### src/rtl/re_demapper.sv
// Receive resource-element demapper: picks the allocated subcarriers out of each
// bin-ordered FFT symbol and steers them to a DMRS stream or a data stream.
module re_demapper #(
    parameter int WIDTH        = 26,
    parameter int NFFT         = 2048,
    parameter int ADDR_W       = 11,
    parameter int SYM_PER_SLOT = 14
) (
    input  logic                     clk,
    input  logic                     reset,
    input  logic                     slot_start,
    input  logic [ADDR_W-1:0]        N_sc_start,
    input  logic [6:0]               N_rb,
    input  logic [3:0]               Sym_Start,
    input  logic [3:0]               Sym_End,
    input  logic [3:0]               Dmrs_sym,
    input  logic                     in_valid,
    input  logic                     in_first,
    input  logic signed [WIDTH-1:0]  in_r,
    input  logic signed [WIDTH-1:0]  in_i,
    output logic                     data_valid,
    output logic                     dmrs_valid,
    output logic signed [WIDTH-1:0]  out_r,
    output logic signed [WIDTH-1:0]  out_i,
    output logic [ADDR_W-1:0]        out_sc_idx,
    output logic [3:0]               out_sym,
    output logic                     sym_last,
    output logic                     slot_done,
    output logic                     cfg_err,
    output logic                     sync_err
);

    localparam int EXT_W = ADDR_W + 1;

    typedef enum logic [1:0] {IDLE, WAIT_SYM, RUN, DONE} state_t;

    state_t state, next_state;

    logic [ADDR_W-1:0] bin_cnt;
    logic [3:0]        sym_cnt;
    logic [ADDR_W-1:0] cfg_k0;
    logic [EXT_W-1:0]  cfg_m;
    logic [EXT_W-1:0]  cfg_end;
    logic [3:0]        cfg_sym_start;
    logic [3:0]        cfg_sym_end;
    logic [3:0]        cfg_dmrs_sym;
    logic              cfg_err_q;
    logic              sync_err_q;

    logic [EXT_W-1:0]  m_in;
    logic [EXT_W-1:0]  end_in;
    logic              accept;
    logic              restart;
    logic [ADDR_W-1:0] bin;
    logic              sym_end_hit;
    logic              slot_end;
    logic [ADDR_W-1:0] sc_off;
    logic              sel;
    logic              is_dmrs;
    logic              is_last;

    logic                    data_vld_p1;
    logic                    dmrs_vld_p1;
    logic                    last_p1;
    logic signed [WIDTH-1:0] r_p1;
    logic signed [WIDTH-1:0] i_p1;
    logic [ADDR_W-1:0]       idx_p1;
    logic [3:0]              sym_p1;

    // End bin is computed one bit wider so an over-range allocation cannot wrap.
    function automatic logic cfg_bad(input logic [6:0] nrb, input logic [EXT_W-1:0] end_bin,
                                     input logic [3:0] s_start, input logic [3:0] s_end);
        return (nrb == 7'd0) || (end_bin > EXT_W'(NFFT)) ||
               (s_start > s_end) || (s_end >= 4'(SYM_PER_SLOT));
    endfunction

    assign m_in   = EXT_W'(N_rb) * EXT_W'(12);
    assign end_in = EXT_W'(N_sc_start) + m_in;

    // A leading in_first always maps the sample to bin 0, mid-symbol ones included.
    always_comb begin
        accept  = 1'b0;
        restart = 1'b0;
        bin     = bin_cnt;
        if (!slot_start && in_valid) begin
            case (state)
                WAIT_SYM: begin
                    if (in_first) begin
                        accept = 1'b1;
                        bin    = '0;
                    end
                end
                RUN: begin
                    accept = 1'b1;
                    if (in_first) begin
                        bin     = '0;
                        restart = (bin_cnt != '0);
                    end
                end
                default: ;
            endcase
        end
    end

    assign sym_end_hit = accept && (bin == ADDR_W'(NFFT - 1));
    assign slot_end    = sym_end_hit && (sym_cnt == 4'(SYM_PER_SLOT - 1));

    always_ff @(posedge clk) begin
        if (reset) state <= IDLE;
        else       state <= next_state;
    end

    always_comb begin
        next_state = state;
        if (slot_start) begin
            next_state = WAIT_SYM;
        end else begin
            case (state)
                WAIT_SYM, RUN: begin
                    if (accept) begin
                        if (slot_end)         next_state = DONE;
                        else if (sym_end_hit) next_state = WAIT_SYM;
                        else                  next_state = RUN;
                    end
                end
                DONE:    next_state = IDLE;
                default: next_state = state;
            endcase
        end
    end

    always_comb begin
        slot_done = (state == DONE);
    end

    always_ff @(posedge clk) begin
        if (reset) begin
            bin_cnt       <= '0;
            sym_cnt       <= '0;
            cfg_k0        <= '0;
            cfg_m         <= '0;
            cfg_end       <= '0;
            cfg_sym_start <= '0;
            cfg_sym_end   <= '0;
            cfg_dmrs_sym  <= '0;
            cfg_err_q     <= 1'b0;
            sync_err_q    <= 1'b0;
        end else if (slot_start) begin
            bin_cnt       <= '0;
            sym_cnt       <= '0;
            cfg_k0        <= N_sc_start;
            cfg_m         <= m_in;
            cfg_end       <= end_in;
            cfg_sym_start <= Sym_Start;
            cfg_sym_end   <= Sym_End;
            cfg_dmrs_sym  <= Dmrs_sym;
            cfg_err_q     <= cfg_bad(N_rb, end_in, Sym_Start, Sym_End);
            sync_err_q    <= 1'b0;
        end else if (accept) begin
            if (restart) sync_err_q <= 1'b1;
            if (sym_end_hit) begin
                bin_cnt <= '0;
                if (!slot_end) sym_cnt <= sym_cnt + 4'd1;
            end else begin
                bin_cnt <= bin + ADDR_W'(1);
            end
        end
    end

    assign sc_off  = bin - cfg_k0;
    assign is_dmrs = (sym_cnt == cfg_dmrs_sym);
    assign is_last = ({1'b0, sc_off} == cfg_m - EXT_W'(1));
    assign sel     = accept && !cfg_err_q &&
                     ({1'b0, bin} >= {1'b0, cfg_k0}) && ({1'b0, bin} < cfg_end) &&
                     (sym_cnt >= cfg_sym_start) && (sym_cnt <= cfg_sym_end);

    // Stage p1: registered outputs; sample fields hold while nothing is selected.
    always_ff @(posedge clk) begin
        if (reset) begin
            data_vld_p1 <= 1'b0;
            dmrs_vld_p1 <= 1'b0;
            last_p1     <= 1'b0;
            r_p1        <= '0;
            i_p1        <= '0;
            idx_p1      <= '0;
            sym_p1      <= '0;
        end else begin
            data_vld_p1 <= sel && !is_dmrs;
            dmrs_vld_p1 <= sel && is_dmrs;
            last_p1     <= sel && is_last;
            if (sel) begin
                r_p1   <= in_r;
                i_p1   <= in_i;
                idx_p1 <= sc_off;
                sym_p1 <= sym_cnt;
            end
        end
    end

    assign data_valid = data_vld_p1;
    assign dmrs_valid = dmrs_vld_p1;
    assign sym_last   = last_p1;
    assign out_r      = r_p1;
    assign out_i      = i_p1;
    assign out_sc_idx = idx_p1;
    assign out_sym    = sym_p1;
    assign cfg_err    = cfg_err_q;
    assign sync_err   = sync_err_q;

endmodule

### config.mk
export PLATFORM = sky130hd
export DESIGN_NAME = re_demapper
export DESIGN_NICKNAME = d
export VERILOG_FILES = /design/src/rtl/re_demapper.sv
export SDC_FILE = /design/constraint.sdc
export NUM_CORES = 1
export LEC_CHECK = 0
export ABC_CLOCK_PERIOD_IN_PS = 7900
export BUFFER_PORTS_ARGS = -buffer_cell sky130_fd_sc_hd__buf_2
export CORE_UTILIZATION = 40
export DETAILED_ROUTE_END_ITERATION = 7
export PLACE_DENSITY_LB_ADDON = 0.15
export REMOVE_ABC_BUFFERS = 1
export SLEW_MARGIN = 30
export SYNTH_ARGS = -nofsm -noshare
export SYNTH_HDL_FRONTEND = slang
export SYNTH_SLANG_ARGS = --single-unit
### constraint.sdc
create_clock -name clk -period 7.9 [get_ports clk]
set_input_delay 1.185 -clock clk [delete_from_list [all_inputs] [get_ports clk]]
set_output_delay 1.185 -clock clk [all_outputs]
set_load 0.01 [all_outputs]
==> flow_summary.toml, run 1 <==
[detailed_routing]
vias_per_cell = 4.910
wl_um = 16170
num_vias = 5759
drtAntennaViolNets = 0
wl_per_cell_um = 13.78
drt_iter0_drc = 195
first_pass_iters = 4
drc = 0

[setup_path]
ff2ff_setup_slack_ps = 3940
crit_fanout = 57
worstSetupPathType = "in -> reg"
start_kind = "input pin"
required_ps = 8180
cp.arrival_ps = 4740
end_kind = "flip-flop"

[floorplanning]
coreArea_um2 = 17300
initial_core_util = 0.4093
die_area_um2 = 18230
io_pins = 160
die_w_um = 135.0
num_rows = 48
fp.dieH_um = 135.0

[yosys]
synth_seq_cells = 131
syn_area_per_cell_um2 = 8.995
synth-seq-area-share = 0.3704
synth.distinct_cells = 63
ys_top_cells_by_area = "dfxtp_1 (37%), mux2i_1 (14%), ha_1 (11%)"
synth_edf_count = 0
netlist_area_um2 = 7079
yosys_warnings = 0
synth_cells = 787
yosysTopAreaCell = "dfxtp_1"
async_flop_share = 0
synthFlopType = "dfxtp_1"
synth_top_cell_area_share = 0.3704

[timing]
setup_slack_ps = 3445
setup_viol = 0
slew_violations = 0
rsz0062_at_grt = "no"
finalClockSkew_ps = 6.733
finalSetupTns_ps = 0
relSlewSlack = 0.3872
period_needed_ps = 4455
finalHoldViolCount = 0
hold_ws_ps = 450.1
worstMarginPinSlew_ps = 906.4
fin_crit_sh = 0.5640
max_freq_ghz = 0.2245

[pwr]
peakVddDrop_mv = 0.1336
power.share.sequential = 0.379
cellLeakagePower_uw = 0.004559
power_density_nw_per_um2 = 211.4
p_comb_frac = 0.145
p_sw_uw = 471.2
swShare = 0.2563
internal_power_uw = 1367
power_uw = 1839
p_clk_frac = 0.476

[clock_network]
cts_tree = "done"
htreeDepth = 4
cts.path.max_buffers = 2
numCtsBuffers = 17
clk_pin_slew_ps = 60
clkLatencyLatePin_ps = 420
cts-root-buf = "clkbuf_16"
post_cts.repair.setup_buffers = 0
cts_num_sinks = 131
postCtsHoldBufs = 0
cts_resized = 0

[place]
gp_congestion = 0.8240
portBuffers = 159
post-dp-hpwl_um = 11880
pre_cts_ws_ps = 2964
placedCellCount = 1141

[finish]
fillerInstances = 1643
drive_gt1_frac = 0.2110
final_cell_count_no_fill = 1173
layout_common_cells = "buf_2 (158), nor2_1 (134), dfxtp_1 (131)"
areaGrowthSynthToFinish_pct = 22.83
n_antenna_cell = 0
layout_commonest_cell = "buf_2"
nets = 1085

[global_route]
grt_overflow = 0
antenna_found_initial = 0
gr-usage-all-layers = 0.1831
grt_pass1_vias = 5325
grt_pass1_wl_um = 26140
grt_start_max_net_pins = 62

[run_status]
status = "complete, no violations"

[worst_hold_path]
hold_class = "reg -> reg"

[flow_run]
maxCapViolations = 0
## stage by stage
step / area, um^2 / util
floorplan: 6935 / -
global placement: 8045 / 0.4651
detailed placement: 8045 / 0.4651
CTS: 8696 / 0.5027
global route: 8696 / 0.5027
finish: 8696 / 0.5027
## final cells by class
cell class	instances	area [um^2]	share of cell area
Multi-Input combinational cell	562	4088	0.4701
Sequential cell	131	2623	0.3016
Timing Repair Buffer	163	828.3	0.09525
Clock buffer	17	425.4	0.04892
Tap cell	225	281.5	0.03237
Clock inverter	15	225.2	0.02590
Inverter	60	225.2	0.02590
## kinds of logic after synthesis
logic type               after synthesis  share of synthesized area
AND/OR/NAND/NOR                      250                     0.1677
flip-flops                           131                     0.3704
AO/OA/AOI/OAI                        106                    0.09845
multiplexers                         101                     0.1428
buffers and inverters                 94                    0.05214
adder cells (fa/ha/maj)               63                     0.1145
XOR/XNOR                              42                    0.05391
## flip-flops by register name, summed over array words and instances, names as in the netlist, 2 cells and up
register	flops
cfg_k0	11
cfg_m	9
out_sym	4
bin_cnt	11
state	2
out_r	26
cfg_sym_end	4
cfg_end	10
sym_cnt	4
out_i	26
cfg_dmrs_sym	4
cfg_sym_start	4
out_sc_idx	11
## power by group through the flow
stage / combinational, uW / sequential [uW] / clock, uW
after detailed placement: 268 / 711 / 0
after global routing: 299 / 700 / 928
after CTS: 269 / 697 / 899
after floorplan: 184 / 707 / 0
after global placement: 268 / 711 / 0
final: 266 / 697 / 876
## Yosys cell counts, types with 3 or more instances
master,instances
mux2i_1,101
dfxtp_1,131
xor2_1,16
a21o_1,8
xnor2_1,25
inv_1,60
a31oi_1,5
o21ai_1,5
nand4_1,6
a211oi_1,6
o21bai_1,3
nor2b_1,6
buf_2,7
nor2_1,134
o21ai_0,18
nand3_1,17
and4_1,3
a22oi_1,4
fa_1,3
ha_1,60
a21oi_1,29
nand2b_1,8
and3_1,6
nand2_1,19
o21a_1,5
and2_1,11
nor3_1,17
nor4_1,5
o211ai_1,4
clkbuf_1,25
## path summary, 6_finish.rpt
path | end | start | cells after the start
max | out_i[18] | slot_start | 14
min | out_sc_idx[1] | out_sc_idx[1] | 2
max reg2reg | out_i[18] | state[0] | 13
min reg2reg | out_sc_idx[1] | out_sc_idx[1] | 2
## layer usage
metal  GRT usage  up-vias  part of all wire
met4     0.06055        0             0.012
met2      0.2826      152              0.43
met1      0.2452     2571              0.50
li1            -     3020                 -
met3     0.05105       16             0.063
met5           0        -                 0
## worst max-delay path: stages
cell,delay (ps)
buf_2,80
buf_4,600
nand4bb_1,460
nand2_1,210
ha_1,240
fa_1,430
nor2b_1,130
nor3_1,50
o21ai_0,140
o311ai_0,150
nand4_1,140
buf_4,530
mux2i_1,270
nor2_1,50
Note: power is estimated with default switching activity, not from simulation.
==> inputs of run 2 (changes only) <==
--- a/config.mk
+++ b/config.mk
@@ -5,7 +5,8 @@
 export SDC_FILE = /design/constraint.sdc
 export NUM_CORES = 1
 export LEC_CHECK = 0
-export ABC_CLOCK_PERIOD_IN_PS = 7900
+export ABC_AREA = 1
+export ABC_CLOCK_PERIOD_IN_PS = 3810
 export BUFFER_PORTS_ARGS = -buffer_cell sky130_fd_sc_hd__buf_2
 export CORE_UTILIZATION = 40
 export DETAILED_ROUTE_END_ITERATION = 7
==> constraint.sdc (replaced) <==
create_clock -name clk -period 3.81 [get_ports clk]
set_input_delay 0.5715 -clock clk [delete_from_list [all_inputs] [get_ports clk]]
set_output_delay 0.5715 -clock clk [all_outputs]
set_load 0.01 [all_outputs]
==> flow_summary.toml, run 2 <==
[run_status]
status = "complete, no violations"

[finish]
fillerInstances = 1836
areaGrowthSynthToFinish_pct = 22.39
layout_commonest_cell = "nand2_1"
final_area_um2 = 8905
drive_gt1_frac = 0.1917
nets = 1347
n_antenna_cell = 0
layout_common_cells = "nand2_1 (208), nor2_1 (172), buf_2 (159)"

[timing]
setup_slack_ps = 531.0
finalHoldViolCount = 0
slew_violations = 0
fin_crit_sh = 0.8606
relSlewSlack = 0.6292
rsz0062_at_grt = "no"
worstMarginPinSlew_ps = 556.2
period_needed_ps = 3279
finalClockSkew_ps = 7.763
max_freq_ghz = 0.3050
setup_viol = 0

[yosys]
synth-seq-area-share = 0.3604
synth_cells = 1040
synth_edf_count = 0
netlist_area_um2 = 7276
yosys-top-cells-count = "nand2_1 (208), nor2_1 (173), inv_1 (134), dfxtp_1 (131), o21ai_0 (94)"
synth_seq_cells = 131
syn_area_per_cell_um2 = 6.996
async_flop_share = 0
yosysTopAreaCell = "dfxtp_1"
yosys_warnings = 0
synth_top_cell_area_share = 0.3604
ys_top_cells_by_area = "dfxtp_1 (36%), nand2_1 (11%), ha_1 (10%)"
synthFlopType = "dfxtp_1"
synth.distinct_cells = 39
synth_most_common_cell = "nand2_1"

[flow_run]
maxCapViolations = 0

[clock_network]
cts.path.max_buffers = 2
postCtsHoldBufs = 0
clk_pin_slew_ps = 60
cts-root-buf = "clkbuf_16"
cts_num_sinks = 131
clkLatencyLatePin_ps = 420
cts_tree = "done"
htreeDepth = 4
numCtsBuffers = 17
post_cts.repair.setup_buffers = 0

[worst_hold_path]
hold_class = "in -> reg"

[detailed_routing]
drtAntennaViolNets = 0
num_vias = 6859
wl_per_cell_um = 13.19
vias_per_cell = 4.780
wl_um = 18930
drt_iter0_drc = 317
drc = 0
first_pass_iters = 5

[floorplanning]
die_w_um = 136.9
num_rows = 48
initial_core_util = 0.4149
fp.dieH_um = 136.9
die_area_um2 = 18730
io_pins = 160
coreArea_um2 = 17540

[pwr]
power_density_nw_per_um2 = 414.5
peakVddDrop_mv = 0.2907
cellLeakagePower_uw = 0.004666

[global_route]
use_met3 = 0.04778
busiest_layer = "met2"
use_met1 = 0.2758
grt_pass1_wl_um = 30330
met2_usage = 0.3288
grt_start_max_net_pins = 79
grt_overflow = 0
gr-usage-all-layers = 0.2067
grt_pass1_vias = 6192
antenna_found_initial = 0

[place]
placed_area_um2 = 8288
gp_congestion = 0.8842
pre_cts_ws_ps = 193.2
post-dp-hpwl_um = 14210
portBuffers = 159

[setup_path]
start_kind = "flip-flop"
required_ps = 4120
cp.arrival_ps = 3580
crit_fanout = 26
worstSetupPathType = "reg -> reg"
end_kind = "flip-flop"
[run 2: changes by cell type after synthesis, moves of 17 or more]
cell,change
nand2_1,+189
mux2i_1,-101
o21ai_0,+76
inv_1,+74
nor2_1,+39
nand3_1,+32
nor2_2,+19
xnor2_1,-17
[run 2: kinds of logic (layout without fill, tap and decap cells)]
logic type	after synthesis	after routing	share of synthesized area
xor+xnor	24	24	0.02889
simple gates	497	497	0.2903
fa+ha+maj	63	63	0.1114
flops	131	131	0.3604
compound gates	156	156	0.1147
buf+inv	169	339	0.09424
[run 2: cell type report]
| class | instances | area [um^2] | area share |
|---|---|---|---|
| well taps | 225 | 281.5 | 0.03161 |
| clock inverters | 12 | 153.9 | 0.01728 |
| clock buffers | 20 | 446.7 | 0.05016 |
| flip-flops and latches | 131 | 2623 | 0.2945 |
| multi-input cells | 740 | 3974 | 0.4463 |
| inverters | 138 | 518.0 | 0.05817 |
| repair buffers | 169 | 908.4 | 0.1020 |
[run 2: stage by stage]
stage / TNS (ps) / util / std cells / total power [uW] / hold slack [ps]
after CTS: 0 / 0.5068 / 1435 / 3732 / 345.6
after global placement: 0 / 0.4726 / 1403 / 2046 / 452.4
after global routing: 0 / 0.5078 / 1435 / 3895 / 351.2
final: 0 / 0.5078 / 1435 / 3691 / 362.9
after floorplan: -5368 / - / 1009 / 1864 / 432.2
after detailed placement: 0 / 0.4726 / 1403 / 2047 / 457.2
[run 2: worst max-delay path: stages, from the launching register on]
cell and delay [ps]:
dfxtp_1 380, inv_1 60, ha_1 320, inv_1 80, nand3_1 200, nand2_2 160, inv_1 120, ha_1 440
nand2_1 80, nand2_1 110, inv_2 50, nand2_2 50, nand2_1 70, nand2_1 90, nand2_1 70, nand2_1 80
nand4_2 110, nor2_4 150, inv_2 150, buf_12 210, nor2_1 100, nor2_1 60
[run 2: power breakdown]
part	total [uW]	switching (uW)	internal (uW)
sequential	1430	20.4	1410
combinational	588	367	221
clock	1670	622	1050
total	3690	1010	2680
[run 2: what timing repair did]
item                                   in CTS  in global routing
resized for setup                           0                  5
setup endpoints to repair                   0                 68
endpoints found under the hold margin       0                  0
[run 2: path summary, 6_finish.rpt]
kind	from	to	slack, ps	cells after the start
max	state[0]	out_i[9]	530	21
min	Dmrs_sym[0]	cfg_dmrs_sym[0]	360	2
max reg2reg	state[0]	out_i[9]	530	21
min reg2reg	cfg_sym_start[0]	cfg_sym_start[0]	470	2
[run 2: layer usage]
metal | part of all wire | vias to the layer above | wire [um]
li1 | - | 3636 | -
met1 | 0.48 | 2999 | 9164
met2 | 0.43 | 209 | 8117
met3 | 0.073 | 15 | 1386
met4 | 0.014 | 0 | 260
met5 | 0 | - | 0
